[src/rtl/config_stream_loader_pkg.sv]
// rtl/config_stream_loader_pkg.sv - shared types and helpers for the config stream loader
package config_stream_loader_pkg;

  typedef enum logic [2:0] {
    ST_IDLE,
    ST_CLR,
    ST_LOAD,
    ST_FLUSH,
    ST_WAIT_DONE,
    ST_ERR
  } state_t;

  // Address bit0 marks the initiate word that injects the tile-enable token.
  localparam logic [31:0] CFG_ADDR_INITIATE = 32'd1;
  localparam logic [31:0] CFG_ADDR_SHIFT    = 32'd0;

  function automatic int unsigned total_words(input int unsigned stages,
                                              input int unsigned lutsize);
    return stages << lutsize;
  endfunction

endpackage

[src/rtl/config_stream_loader_if.sv]
// rtl/config_stream_loader_if.sv - bitstream word stream handshake between source and loader
interface config_stream_loader_if #(
  parameter int WIDTH = 16
);

  logic             s_valid;
  logic             s_ready;
  logic [WIDTH-1:0] s_data;

  modport master (
    output s_valid,
    output s_data,
    input  s_ready
  );

  modport slave (
    input  s_valid,
    input  s_data,
    output s_ready
  );

endinterface

[src/rtl/config_stream_loader.sv]
// rtl/config_stream_loader.sv - sequences a bitstream load into the serial configuration controller
module config_stream_loader
  import config_stream_loader_pkg::*;
#(
  parameter int LUTSIZE      = 2,
  parameter int STAGES       = 3,
  parameter int WIDTH        = 16,
  parameter int DONE_TIMEOUT = 16
) (
  input  logic                    clk,
  input  logic                    reset,
  input  logic                    start,
  config_stream_loader_if.slave   stream,
  output logic                    cfg_reset,
  output logic                    cfg_wren,
  output logic [31:0]             cfg_addr,
  output logic [WIDTH-1:0]        cfg_data,
  input  logic                    cfg_done_in,
  output logic                    busy,
  output logic                    done,
  output logic                    error,
  output logic [15:0]             words_loaded
);

  localparam int unsigned    TOTAL      = total_words(STAGES, LUTSIZE);
  localparam logic [15:0]    LAST_IDX   = 16'(TOTAL - 1);
  localparam int             TW         = $clog2(DONE_TIMEOUT + 1);
  localparam logic [TW-1:0]  TIMER_LAST = TW'(DONE_TIMEOUT - 1);

  if (TOTAL > 65535 || TOTAL == 0) begin : g_bad_total
    $error("config_stream_loader: STAGES << LUTSIZE must be in 1..65535");
  end

  state_t          state;
  logic            s_ready_q;
  logic [TW-1:0]   timer;

  assign stream.s_ready = s_ready_q;

  always_ff @(posedge clk or negedge reset) begin
    if (!reset) begin
      state        <= ST_IDLE;
      s_ready_q    <= 1'b0;
      timer        <= '0;
      cfg_reset    <= 1'b0;
      cfg_wren     <= 1'b0;
      cfg_addr     <= '0;
      cfg_data     <= '0;
      busy         <= 1'b0;
      done         <= 1'b0;
      error        <= 1'b0;
      words_loaded <= '0;
    end else begin
      cfg_wren  <= 1'b0;
      cfg_reset <= 1'b0;
      case (state)
        ST_IDLE, ST_ERR: begin
          if (start) begin
            state        <= ST_CLR;
            busy         <= 1'b1;
            done         <= 1'b0;
            error        <= 1'b0;
            words_loaded <= '0;
            cfg_reset    <= 1'b1;
          end
        end
        ST_CLR: begin
          if (cfg_done_in) begin
            state     <= ST_ERR;
            error     <= 1'b1;
            busy      <= 1'b0;
            s_ready_q <= 1'b0;
          end else begin
            state     <= ST_LOAD;
            s_ready_q <= 1'b1;
          end
        end
        ST_LOAD: begin
          // A token leaving before the flush means the chain length is wrong.
          if (cfg_done_in) begin
            state     <= ST_ERR;
            error     <= 1'b1;
            busy      <= 1'b0;
            s_ready_q <= 1'b0;
          end else if (stream.s_valid && s_ready_q) begin
            cfg_wren     <= 1'b1;
            cfg_data     <= stream.s_data;
            cfg_addr     <= (words_loaded == 16'd0) ? CFG_ADDR_INITIATE : CFG_ADDR_SHIFT;
            words_loaded <= words_loaded + 16'd1;
            if (words_loaded == LAST_IDX) begin
              state     <= ST_FLUSH;
              s_ready_q <= 1'b0;
            end
          end
        end
        ST_FLUSH: begin
          cfg_wren <= 1'b1;
          cfg_addr <= CFG_ADDR_SHIFT;
          cfg_data <= '0;
          timer    <= '0;
          state    <= ST_WAIT_DONE;
        end
        ST_WAIT_DONE: begin
          if (cfg_done_in) begin
            state <= ST_IDLE;
            busy  <= 1'b0;
            done  <= 1'b1;
          end else if (timer == TIMER_LAST) begin
            state <= ST_ERR;
            busy  <= 1'b0;
            error <= 1'b1;
          end else begin
            timer <= timer + 1'b1;
          end
        end
        default: begin
          state     <= ST_ERR;
          busy      <= 1'b0;
          error     <= 1'b1;
          s_ready_q <= 1'b0;
        end
      endcase
    end
  end

endmodule

[src/flat_wrapper.sv]
// flat-port wrapper written by rule: the top's interface ports become plain ports
module config_stream_loader_flat import config_stream_loader_pkg::*;
#(
  parameter int LUTSIZE      = 2,
  parameter int STAGES       = 3,
  parameter int WIDTH        = 16,
  parameter int DONE_TIMEOUT = 16
)
  (clk, reset, start, cfg_reset, cfg_wren, cfg_addr, cfg_data, cfg_done_in, busy, done, error, words_loaded, stream_s_valid, stream_s_data, stream_s_ready);
  config_stream_loader_if #(.WIDTH(WIDTH)) stream_i ();
  input  logic clk;
  input  logic reset;
  input  logic start;
  output logic cfg_reset;
  output logic cfg_wren;
  output logic [31:0] cfg_addr;
  output logic [WIDTH-1:0] cfg_data;
  input  logic cfg_done_in;
  output logic busy;
  output logic done;
  output logic error;
  output logic [15:0] words_loaded;
  input wire logic [$bits(stream_i.s_valid)-1:0] stream_s_valid;
  input wire logic [$bits(stream_i.s_data)-1:0] stream_s_data;
  output wire logic [$bits(stream_i.s_ready)-1:0] stream_s_ready;
  assign stream_i.s_valid = stream_s_valid;
  assign stream_i.s_data = stream_s_data;
  assign stream_s_ready = stream_i.s_ready;
  config_stream_loader #(.LUTSIZE(LUTSIZE), .STAGES(STAGES), .WIDTH(WIDTH), .DONE_TIMEOUT(DONE_TIMEOUT)) u_core (.clk(clk), .reset(reset), .start(start), .stream(stream_i), .cfg_reset(cfg_reset), .cfg_wren(cfg_wren), .cfg_addr(cfg_addr), .cfg_data(cfg_data), .cfg_done_in(cfg_done_in), .busy(busy), .done(done), .error(error), .words_loaded(words_loaded));
endmodule
[config.mk]
export PLATFORM = sky130hd
export DESIGN_NAME = config_stream_loader_flat
export DESIGN_NICKNAME = d
export VERILOG_FILES = /design/src/rtl/config_stream_loader_pkg.sv /design/src/rtl/config_stream_loader_if.sv /design/src/rtl/config_stream_loader.sv /design/src/flat_wrapper.sv
export SDC_FILE = /design/constraint.sdc
export NUM_CORES = 1
export LEC_CHECK = 0
export ABC_AREA = 1
export CORE_MARGIN = 3
export CORE_UTILIZATION = 42
export DETAILED_ROUTE_END_ITERATION = 6
export PLACE_DENSITY = 0.77
export SYNTH_ARGS = -nofsm -noshare
export SYNTH_HDL_FRONTEND = slang
export SYNTH_SLANG_ARGS = --single-unit
[constraint.sdc]
create_clock -name clk -period 1.4 [get_ports clk]
set_clock_uncertainty 0.05 [all_clocks]
set_input_delay 0.28 -clock clk [delete_from_list [all_inputs] [get_ports clk]]
set_output_delay 0.28 -clock clk [all_outputs]
set_load 0.05 [all_outputs]
==> results_dict.tcl, run 1 <==
set metrics [dict create \
    power.leakage_nw 2.19 \
    yosys_warnings 0 \
    multi_input_area_mm2 0.00142 \
    crit-reg2reg-capture "u_core.state[0]$_DFFE_PN0P_" \
    rrSetupSlack_ns -0.33 \
    synth_area_per_cell_um2 7.36 \
    clock_path_buffers 2 \
    hold_path_class "input pin to asynchronous set/reset pin" \
    synth_area_leaders "dfrtp_1 (42%), nand2_1 (16%), buf_4 (9.2%)" \
    finalWirelength_um 7500 \
    grt_max_degree 48 \
    required_ns 1.55 \
    ir_drop_mv 1.31 \
    drc 0 \
    die-area_mm2 0.00764 \
    die_y_um 87.4 \
    pwr-share-clk 0.129 \
    detail_route.first_pass.iterations 4 \
    area_growth_pct 58.2 \
    critPathLaunchType "register" \
    synth.distinct_cells 24 \
    clockRootBuffer "clkbuf_8" \
    yosysTopAreaCell "dfrtp_1" \
    combPwrFrac 0.579 \
    rr_worst_depth 11 \
    worst_ep_arrival_time_ns 1.88 \
    crit_type "register to register" \
    drtIter0Drc 159 \
    synth_seq_cells 47 \
    grt_setup_unrepaired "yes" \
    crit_path_frequent_cell "nand2_2" \
    critical_path_buf_inv_count 1 \
    start_util 0.436 \
    first_global_vias 2707 \
    clk_latency_ns 0.30 \
    switching_share 0.448 \
    dp_hpwl_um 5280 \
    n_antenna_cell 0 \
    seq_area_frac_synth 0.423 \
    p_int_mw 3.70 \
    antenna_found_initial 0 \
    drive_above_1_share 0.323 \
    ant_nets 0 \
    fillers 472 \
    clkSinkCount 47 \
    power_density_mw_per_mm2 1520 \
    r2r-start "u_core.timer[0]$_DFFE_PN0P_" \
    setup_viol 26 \
    synth_top_cell_area_share 0.423 \
    violations "setup timing" \
    max-cap-violations 0 \
    cts_max_level 2 \
    cts_tree "yes" \
    track_usage 0.194 \
    seq_power_share 0.292 \
    overflow 0 \
    crit_path_end_kind "register" \
    utilization 0.689 \
    synthCells 378 \
    core_mm2 0.00639 \
    finalCritPeriodShare 1.24 \
    vias_per_cell 4.92 \
    status "complete, but fails checks" \
    routed-via-count 2768 \
    cts_inserted_buffers 5 \
    regArea_mm2 0.00120 \
    wl_per_cell_um 13.3 \
    grt_pass1_wl_um 11900 \
    cp_max_fo 3 \
    critPathTopFamily "simple AND/OR/NAND/NOR gates" \
    dp_slack_ns -0.270 \
    fmax_mhz 578 \
    drv_slew 0 \
    crit_path_cell_trace "ha_2 > nand2_2 > nor2_2 > ha_2 > inv_2 > nand4_1 > nand2_2 > nor2_4 > nand2_2 > nand2_1 > nand2_1" \
    place_congestion 0.816 \
    rows 29 \
    fin_crit_ns 1.73 \
    clkTransAtPathRegs_ns 0.09 \
    port-buffer-count 59 \
    fin_nets 510 \
    critPathSlowestCell "dfrtp_1" \
    synth.cell_area_mm2 0.00278 \
    die-width_um 87.4 \
    layout_setup_ws_ns -0.331 \
    hold_viol_final 0 \
    p_sw_mw 3.00 \
    cpPeakStageDelay_ns 0.36 \
    ios 91 \
]
state kept, by name (all words and copies together) (netlist names):
signal and count:
u_core.cfg_addr 1, u_core.cfg_reset 1, u_core.busy 1, u_core.words_loaded 16
u_core.stream.s_ready 1, u_core.cfg_wren 1, u_core.state 3, u_core.timer 5
u_core.cfg_data 16, u_core.error 1, u_core.done 1
cells in the mapped netlist, drive strengths merged:
cell,n
dfrtp,47
nor2,30
xor2,2
nand2,127
inv,41
conb,1
a21oi,6
o21bai,2
ha,4
xnor2,2
nand4,7
buf,40
nor3,3
nand3,52
o21ai,14
cell usage in the layout, fill, tap and decap left out:
cell type	n
nand3_4	3
nand3_1	48
nand4_1	7
a21oi_2	2
nand2_2	9
ha_2	2
clkinv_4	1
buf_6	7
a21oi_1	3
o21ai_1	9
inv_1	31
nand2_4	6
dfrtp_2	16
clkdlybuf4s50_1	19
nor2_2	3
dfrtp_1	31
nor2_4	6
o21bai_1	2
o21ai_0	5
buf_2	1
a21oi_4	1
nand3_2	1
nor3_1	3
clkbuf_1	1
xor2_1	2
dlygate4sd3_1	1
xnor2_1	2
nand2_1	112
inv_4	3
ha_1	1
conb_1	31
nor2_1	21
buf_12	42
clkinv_2	1
buf_4	40
inv_2	6
ha_4	1
clkbuf_8	6
cell families after synthesis:
logic type,Yosys count,synth area share
AND/OR/NAND/NOR,219,0.344
buffers and inverters,81,0.160
flip-flops,47,0.423
AO/OA/AOI/OAI,22,0.0414
XOR/XNOR,4,0.0126
adder cells (fa/ha/maj),4,0.0180
other,1,0.00135
stage by stage:
stage          area (um2)  power, mW  std cells  hold WS [ns]  TNS (ns)
6_report             4400       6.70        563         0.424     -3.42
5_1_grt              4400       7.06        563         0.434     -6.02
3_5_place_dp         4050       5.31        541         0.232     -8.33
2_1_floorplan        2960       3.87        408       -0.0656    -0.485
3_3_place_gp         4050       5.23        541         0.228     -7.52
4_1_cts              4200       6.23        553         0.445     -4.17
power groups by stage:
stage	combinational (mW)	sequential (mW)	clock, mW
finish	3.87	1.96	0.864
global route	4.14	1.98	0.932
CTS	3.44	1.92	0.863
detailed placement	3.37	1.95	0
global placement	3.30	1.93	0
floorplan	1.44	2.43	0
timing repair:
action | CTS | global route
setup buffers | 3 | 11
endpoints found under the hold margin | 47 | 0
endpoints found under the setup margin | 44 | 48
hold buffers | 1 | 0
resized for setup | 7 | 36
pin swaps | 4 | 17
how the worst max path moves through the flow:
stage | startpoint | end | slack [ns] | depth (start not counted)
after CTS | u_core.timer[1]$_DFFE_PN0P_ | u_core.state[0]$_DFFE_PN0P_ | -0.27 | 11
after global routing | u_core.timer[1]$_DFFE_PN0P_ | u_core.state[2]$_DFFE_PN0P_ | -0.41 | 11
final | u_core.timer[0]$_DFFE_PN0P_ | u_core.state[0]$_DFFE_PN0P_ | -0.33 | 11
after global placement | cfg_done_in | u_core.state[2]$_DFFE_PN0P_ | -0.22 | 8
after detailed placement | u_core.timer[1]$_DFFE_PN0P_ | u_core.timer[2]$_DFFE_PN0P_ | -0.27 | 9
after floorplan | u_core.timer[1]$_DFFE_PN0P_ | u_core.timer[3]$_DFFE_PN0P_ | -0.07 | 10
worst register-to-register path, delay by kind of cell, from the launching register on:
kind                       cells  cell delay (ns)
and+or+nand+nor                8             0.82
adders and majority gates      2             0.38
DFF                            1             0.36
buffers and inverters          1             0.04
routing by layer:
metal | vias up | track usage | part of all wire
met5 | - | 0 | 0
met2 | 94 | 0.341 | 0.54
li1 | 1339 | - | -
met4 | 0 | 0.0642 | 0.027
met3 | 22 | 0.0322 | 0.047
met1 | 1313 | 0.240 | 0.39
layout make-up:
cell class / count / share of cell area
Clock buffer: 7 / 0.0196
Clock inverter: 1 / 0.00114
Inverter: 41 / 0.0378
Multi-Input combinational cell: 280 / 0.324
Sequential cell: 47 / 0.272
Tap cell: 77 / 0.0219
Timing Repair Buffer: 110 / 0.324
(Power assumes the default switching activity.)
==> run 2: changes to the inputs <==
- CORE_UTILIZATION: 42 -> 57
- DONT_BUFFER_PORTS: not set -> 1
- PLACE_DENSITY: 0.77 -> 0.75
- SLEW_MARGIN: not set -> 20
==> run 2 against run 1 <==
Against the previous run:
- clock power is 22% higher
- cell count is 10% lower
- hold slack worse by 0.83 ns
- total power is 3.9% lower
- critical path depth stayed put
- critical path type unchanged
- combinational power is 25% lower
- sequential power is 26% higher
- die area is 25% lower
- largest cell class is now multi-input combinational cells
- the run ends with hold timing, setup timing left
- global-route usage is 3.4 points higher
==> results_dict.tcl, run 2 (synthesis gave the netlist of run 1 again) <==
set metrics [dict create \
    critPathLaunchType "register" \
    routed-via-count 2648 \
    overflow 0 \
    mostFrequentLayoutCells "nand2_1 (102), buf_4 (48), dfrtp_1 (32)" \
    tightest_slew_ns 0.534 \
    setup_viol 42 \
    finalPower_mw 6.43 \
    finalCritPeriodShare 1.20 \
    core_mm2 0.00453 \
    wl_per_cell_um 15.2 \
    cts_max_level 2 \
    die-width_um 75.9 \
    layout_commonest_cell "nand2_1" \
    vias_per_cell 5.25 \
    fillers 283 \
    first_global_vias 2226 \
    ios 91 \
    violations "hold timing, setup timing" \
    layout_setup_ws_ns -0.284 \
    hold_viol_final 47 \
    drv_slew 0 \
    antenna_found_initial 0 \
    worst_ep_arrival_time_ns 1.84 \
    placed_cells 480 \
    status "complete, but fails checks" \
    cts_tree "yes" \
    power_density_mw_per_mm2 1750 \
    regArea_mm2 0.00119 \
    rows 24 \
    drive_above_1_share 0.358 \
    power.leakage_nw 1.91 \
    finalInstanceArea_mm2 0.00367 \
    grt_pass1_wl_um 10100 \
    n_antenna_cell 0 \
    holdWs_ns -0.402 \
    top_regs "u_core.cfg_data x16, u_core.words_loaded x16, u_core.timer x5" \
    grt_max_degree 48 \
    fin_tns_setup_ns -4.13 \
    finalWirelength_um 7660 \
    ant_nets 0 \
    die_y_um 75.9 \
    relSlewSlack 0.644 \
    clkSinkCount 47 \
    finalNonFillerCells 504 \
    start_util 0.613 \
    utilization 0.810 \
    place_congestion 0.852 \
    clkTransAtPathRegs_ns 0.10 \
    cpPeakStageDelay_ns 0.36 \
    die-area_mm2 0.00575 \
    cp_max_fo 3 \
    multi_input_area_mm2 0.00152 \
    drc 0 \
    drtIter0Drc 161 \
    port-buffer-count 0 \
    ir_drop_mv 0.873 \
    dp_hpwl_um 4720 \
    fmax_mhz 594 \
    fin_crit_ns 1.68 \
    clk_latency_ns 0.31 \
    grt_setup_unrepaired "yes" \
    fin_nets 463 \
    detail_route.first_pass.iterations 7 \
    clockRootBuffer "clkbuf_8" \
    crit_path_frequent_cell "nand2_1" \
    required_ns 1.55 \
    track_usage 0.228 \
    crit_path_end_kind "register" \
    crit_type "register to register" \
    max-cap-violations 0 \
    critPathSlowestCell "dfrtp_1" \
    area_growth_pct 32.1 \
    crit_path_cell_trace "ha_2 > nand2_2 > nor2_2 > ha_2 > inv_2 > nand4_1 > nand2_1 > nor2_2 > nand2_1 > nand2_1 > nand2_1" \
    cts_inserted_buffers 5 \
    place_area_mm2 0.00313 \
    clock_path_buffers 2 \
    hold_path_class "input pin to asynchronous set/reset pin" \
]
[run 2: area by class of cell]
cell class | instances | share of cell area
multi-input combinational | 280 | 0.413
sequential | 47 | 0.325
timing repair buffer | 63 | 0.163
inverter | 41 | 0.0446
tap | 65 | 0.0221
clock buffer | 5 | 0.0187
clock inverter | 3 | 0.0129
[run 2: power by group]
| part | leakage (nW) | internal (mW) | total (mW) | switching [mW] |
|---|---|---|---|---|
| combinational | 1.23 | 1.27 | 2.91 | 1.65 |
| clock | 0.0587 | 0.542 | 1.05 | 0.511 |
| sequential | 0.618 | 1.61 | 2.46 | 0.857 |
| total | 1.91 | 3.42 | 6.43 | 3.02 |
[run 2: worst paths after layout]
check,start,end,slack [ns],cells after the start
max,u_core.timer[1]$_DFFE_PN0P_,u_core.state[0]$_DFFE_PN0P_,-0.28,11
min,reset,u_core.words_loaded[5]$_DFFE_PN0P_,-0.40,0
max reg2reg,u_core.timer[1]$_DFFE_PN0P_,u_core.state[0]$_DFFE_PN0P_,-0.28,11
min reg2reg,u_core.words_loaded[5]$_DFFE_PN0P_,u_core.words_loaded[5]$_DFFE_PN0P_,0.50,2
max in group asynchronous,reset,u_core.words_loaded[10]$_DFFE_PN0P_,1.59,0
min in group clk,stream_s_data[8],u_core.cfg_data[8]$_DFFE_PN0P_,0.01,2
[run 2: timing repair]
item,CTS,global route
pin swaps,6,23
gates resized for setup,8,59
gates cloned,0,5
endpoints found under the setup margin,41,45
hold endpoints to repair,47,47
buffers inserted,3,8
[run 2: through the flow]
| step | worst slack, ns | hold WS, ns |
|---|---|---|
| 5_1_grt | -0.399 | -0.414 |
| 3_3_place_gp | -0.139 | -0.0643 |
| 3_5_place_dp | -0.244 | -0.0639 |
| 2_1_floorplan | -0.0729 | -0.0656 |
| 4_1_cts | -0.193 | -0.401 |
| 6_report | -0.284 | -0.402 |
[run 2: critical path: cells and delay by family, from the launching register on]
| kind | cells | cell delay, ns |
|---|---|---|
| AND/OR/NAND/NOR | 8 | 0.74 |
| adder cells (fa/ha/maj) | 2 | 0.38 |
| flip-flops | 1 | 0.36 |
| buffers and inverters | 1 | 0.04 |
[run 2: metal layers]
metal	GRT usage	routed length (um)	vias to the layer above
li1	-	-	1259
met1	0.296	3020	1236
met2	0.366	4000	137
met3	0.0541	544	16
met4	0.0913	91	0
met5	0	0	-
==> run 3: changes to the inputs <==
- CORE_UTILIZATION: 57 -> 61
- PLACE_DENSITY: 0.75 -> 0.86
- SLEW_MARGIN: 20 -> not set
- clock period: 1.4 -> 2.15 ns (I/O delays scaled with it)
==> run 3 against run 2 <==
Against the previous run:
- sequential cell count unchanged
- sequential power decreased by 36%
- global-route usage fell by 0.16 points
- the flow now finishes without violations
- wire length down 24%
- non-clock buffer count down 44
- cell count down 12%
- worst setup slack gained 0.66 ns
- via count down 11%
- clock power fell by 44%
- critical path depth fell by 3
- clock-buffer cell count up 1
- cell area decreased by 20%
==> results_dict.tcl, run 3 (synthesis gave the netlist of run 1 again) <==
set metrics [dict create \
    fin_tns_setup_ns 0 \
    cts_max_level 2 \
    area_growth_pct 5.31 \
    fin_nets 419 \
    clk_latency_ns 0.30 \
    routed-via-count 2360 \
    port-buffer-count 0 \
    layout_setup_ws_ns 0.374 \
    track_usage 0.226 \
    relSlewSlack 0.616 \
    core_mm2 0.00420 \
    hold_viol_final 0 \
    ant_nets 0 \
    power_density_mw_per_mm2 1090 \
    tightest_slew_ns 0.576 \
    place_congestion 0.840 \
    power.leakage_nw 1.62 \
    place_area_mm2 0.00279 \
    cts_inserted_buffers 5 \
    rrSetupSlack_ns 0.37 \
    required_ns 2.29 \
    rows 23 \
    min_path_cells 2 \
    critPathLaunchType "register" \
    finalWirelength_um 5860 \
    start_util 0.662 \
    clockRootBuffer "clkbuf_8" \
    status "finished, final reports clean" \
    crit_path_cell_trace "nor2_2 > nand2_2 > nand2_2 > inv_2 > nand2_1 > nand3_2 > nand2_1 > o21ai_1" \
    fillers 354 \
    dp_slack_ns 0.390 \
    hold_path_class "input pin to register" \
    max-cap-violations 0 \
    dp_hpwl_um 4320 \
    finalInstanceArea_mm2 0.00293 \
    cp_max_fo 20 \
    met3_usage 0.0629 \
    rr_worst_depth 8 \
    grt_setup_unrepaired "no" \
    fmax_mhz 563 \
    gr-usage-met1 0.279 \
    die-area_mm2 0.00541 \
    top_regs "u_core.cfg_data x16, u_core.words_loaded x16, u_core.timer x5" \
    r2r-start "u_core.state[1]$_DFFE_PN0P_" \
    hold_end "u_core.cfg_data[1]$_DFFE_PN0P_" \
    crit-reg2reg-capture "u_core.words_loaded[7]$_DFFE_PN0P_" \
    drtIter0Drc 147 \
    mostFrequentLayoutCells "nand2_1 (121), nand3_1 (50), dfrtp_1 (47)" \
    detail_route.first_pass.iterations 4 \
    holdWs_ns 0.189 \
    antenna_found_initial 0 \
    clkTransAtPathRegs_ns 0.09 \
    die_y_um 73.5 \
    busiest_layer "met2" \
    die-width_um 73.5 \
    cts_tree "yes" \
    fin_crit_ns 1.78 \
    grt_max_degree 48 \
    finalCritPeriodShare 0.826 \
    clock_path_buffers 2 \
    overflow 0 \
    drc 0 \
    critPathSlowestCell "dfrtp_1" \
    use_met2 0.383 \
    clkSinkCount 47 \
    crit_path_end_kind "register" \
    ir_drop_mv 0.570 \
    drive_above_1_share 0.116 \
    vias_per_cell 5.30 \
    wl_per_cell_um 13.2 \
    layout_commonest_cell "nand2_1" \
    worst_ep_arrival_time_ns 1.91 \
    post-cts-setup-buffers 0 \
    setup_viol 0 \
    cpPeakStageDelay_ns 0.48 \
    n_antenna_cell 0 \
    cts_resized 0 \
    ios 91 \
    crit_type "register to register" \
    holdBufCountCts 2 \
    first_global_vias 2261 \
    grt_pass1_wl_um 9720 \
    drv_slew 0 \
    min_from "stream_s_data[1]" \
]
-- run 3: changes by cell type in the layout (fill, tap and decap cells not counted), moves of 8 or more --
cell	previous run	this run
nand2_1	102	121
buf_6	8	0
nand3_1	31	50
nand3_2	18	1
dfrtp_2	15	0
buf_4	48	17
nand2_2	21	6
dfrtp_1	32	47
-- run 3: area by class of cell --
class,instances,area (um2),share of cell area
inverters,41,154,0.0525
flip-flops and latches,47,1180,0.402
clock inverters,2,16.3,0.00555
well taps,50,62.6,0.0214
clock buffers,6,82.6,0.0282
repair buffers,19,165,0.0564
multi-input cells,280,1270,0.434
-- run 3: worst max-delay path by stage --
stage | start | endpoint | slack, ns
final | u_core.state[1]$_DFFE_PN0P_ | u_core.words_loaded[7]$_DFFE_PN0P_ | 0.37
after global routing | u_core.state[1]$_DFFE_PN0P_ | u_core.words_loaded[7]$_DFFE_PN0P_ | 0.20
after CTS | u_core.state[1]$_DFFE_PN0P_ | u_core.words_loaded[5]$_DFFE_PN0P_ | 0.37
after detailed placement | u_core.state[1]$_DFFE_PN0P_ | u_core.words_loaded[8]$_DFFE_PN0P_ | 0.39
after global placement | u_core.timer[0]$_DFFE_PN0P_ | u_core.timer[3]$_DFFE_PN0P_ | 0.48
after floorplan | u_core.words_loaded[0]$_DFFE_PN0P_ | u_core.words_loaded[10]$_DFFE_PN0P_ | 0.40
-- run 3: power breakdown --
| group | leakage (nW) | total [mW] | internal (mW) | switching, mW |
|---|---|---|---|---|
| Clock | 0.0474 | 0.585 | 0.263 | 0.322 |
| Sequential | 0.641 | 1.58 | 1.04 | 0.541 |
| Combinational | 0.931 | 1.04 | 0.276 | 0.764 |
-- run 3: layer usage --
metal	wire (um)	up-vias
met5	0	-
met4	60	0
met3	480	8
met2	2930	91
met1	2390	1097
li1	-	1164
-- run 3: per-stage QoR --
stage / cells / total power, mW / util
finish: 445 / 3.21 / 0.697
global route: 445 / 3.42 / 0.697
global placement: 435 / 2.57 / 0.665
detailed placement: 435 / 2.61 / 0.665
CTS: 445 / 3.21 / 0.697
floorplan: 408 / 2.51 / -
-- run 3: worst max-delay path, delay by kind of cell, from the launching register on --
family / cells / cell delay (ns)
simple gates: 6 / 0.98
flops: 1 / 0.48
buf+inv: 1 / 0.07
compound gates: 1 / 0.07
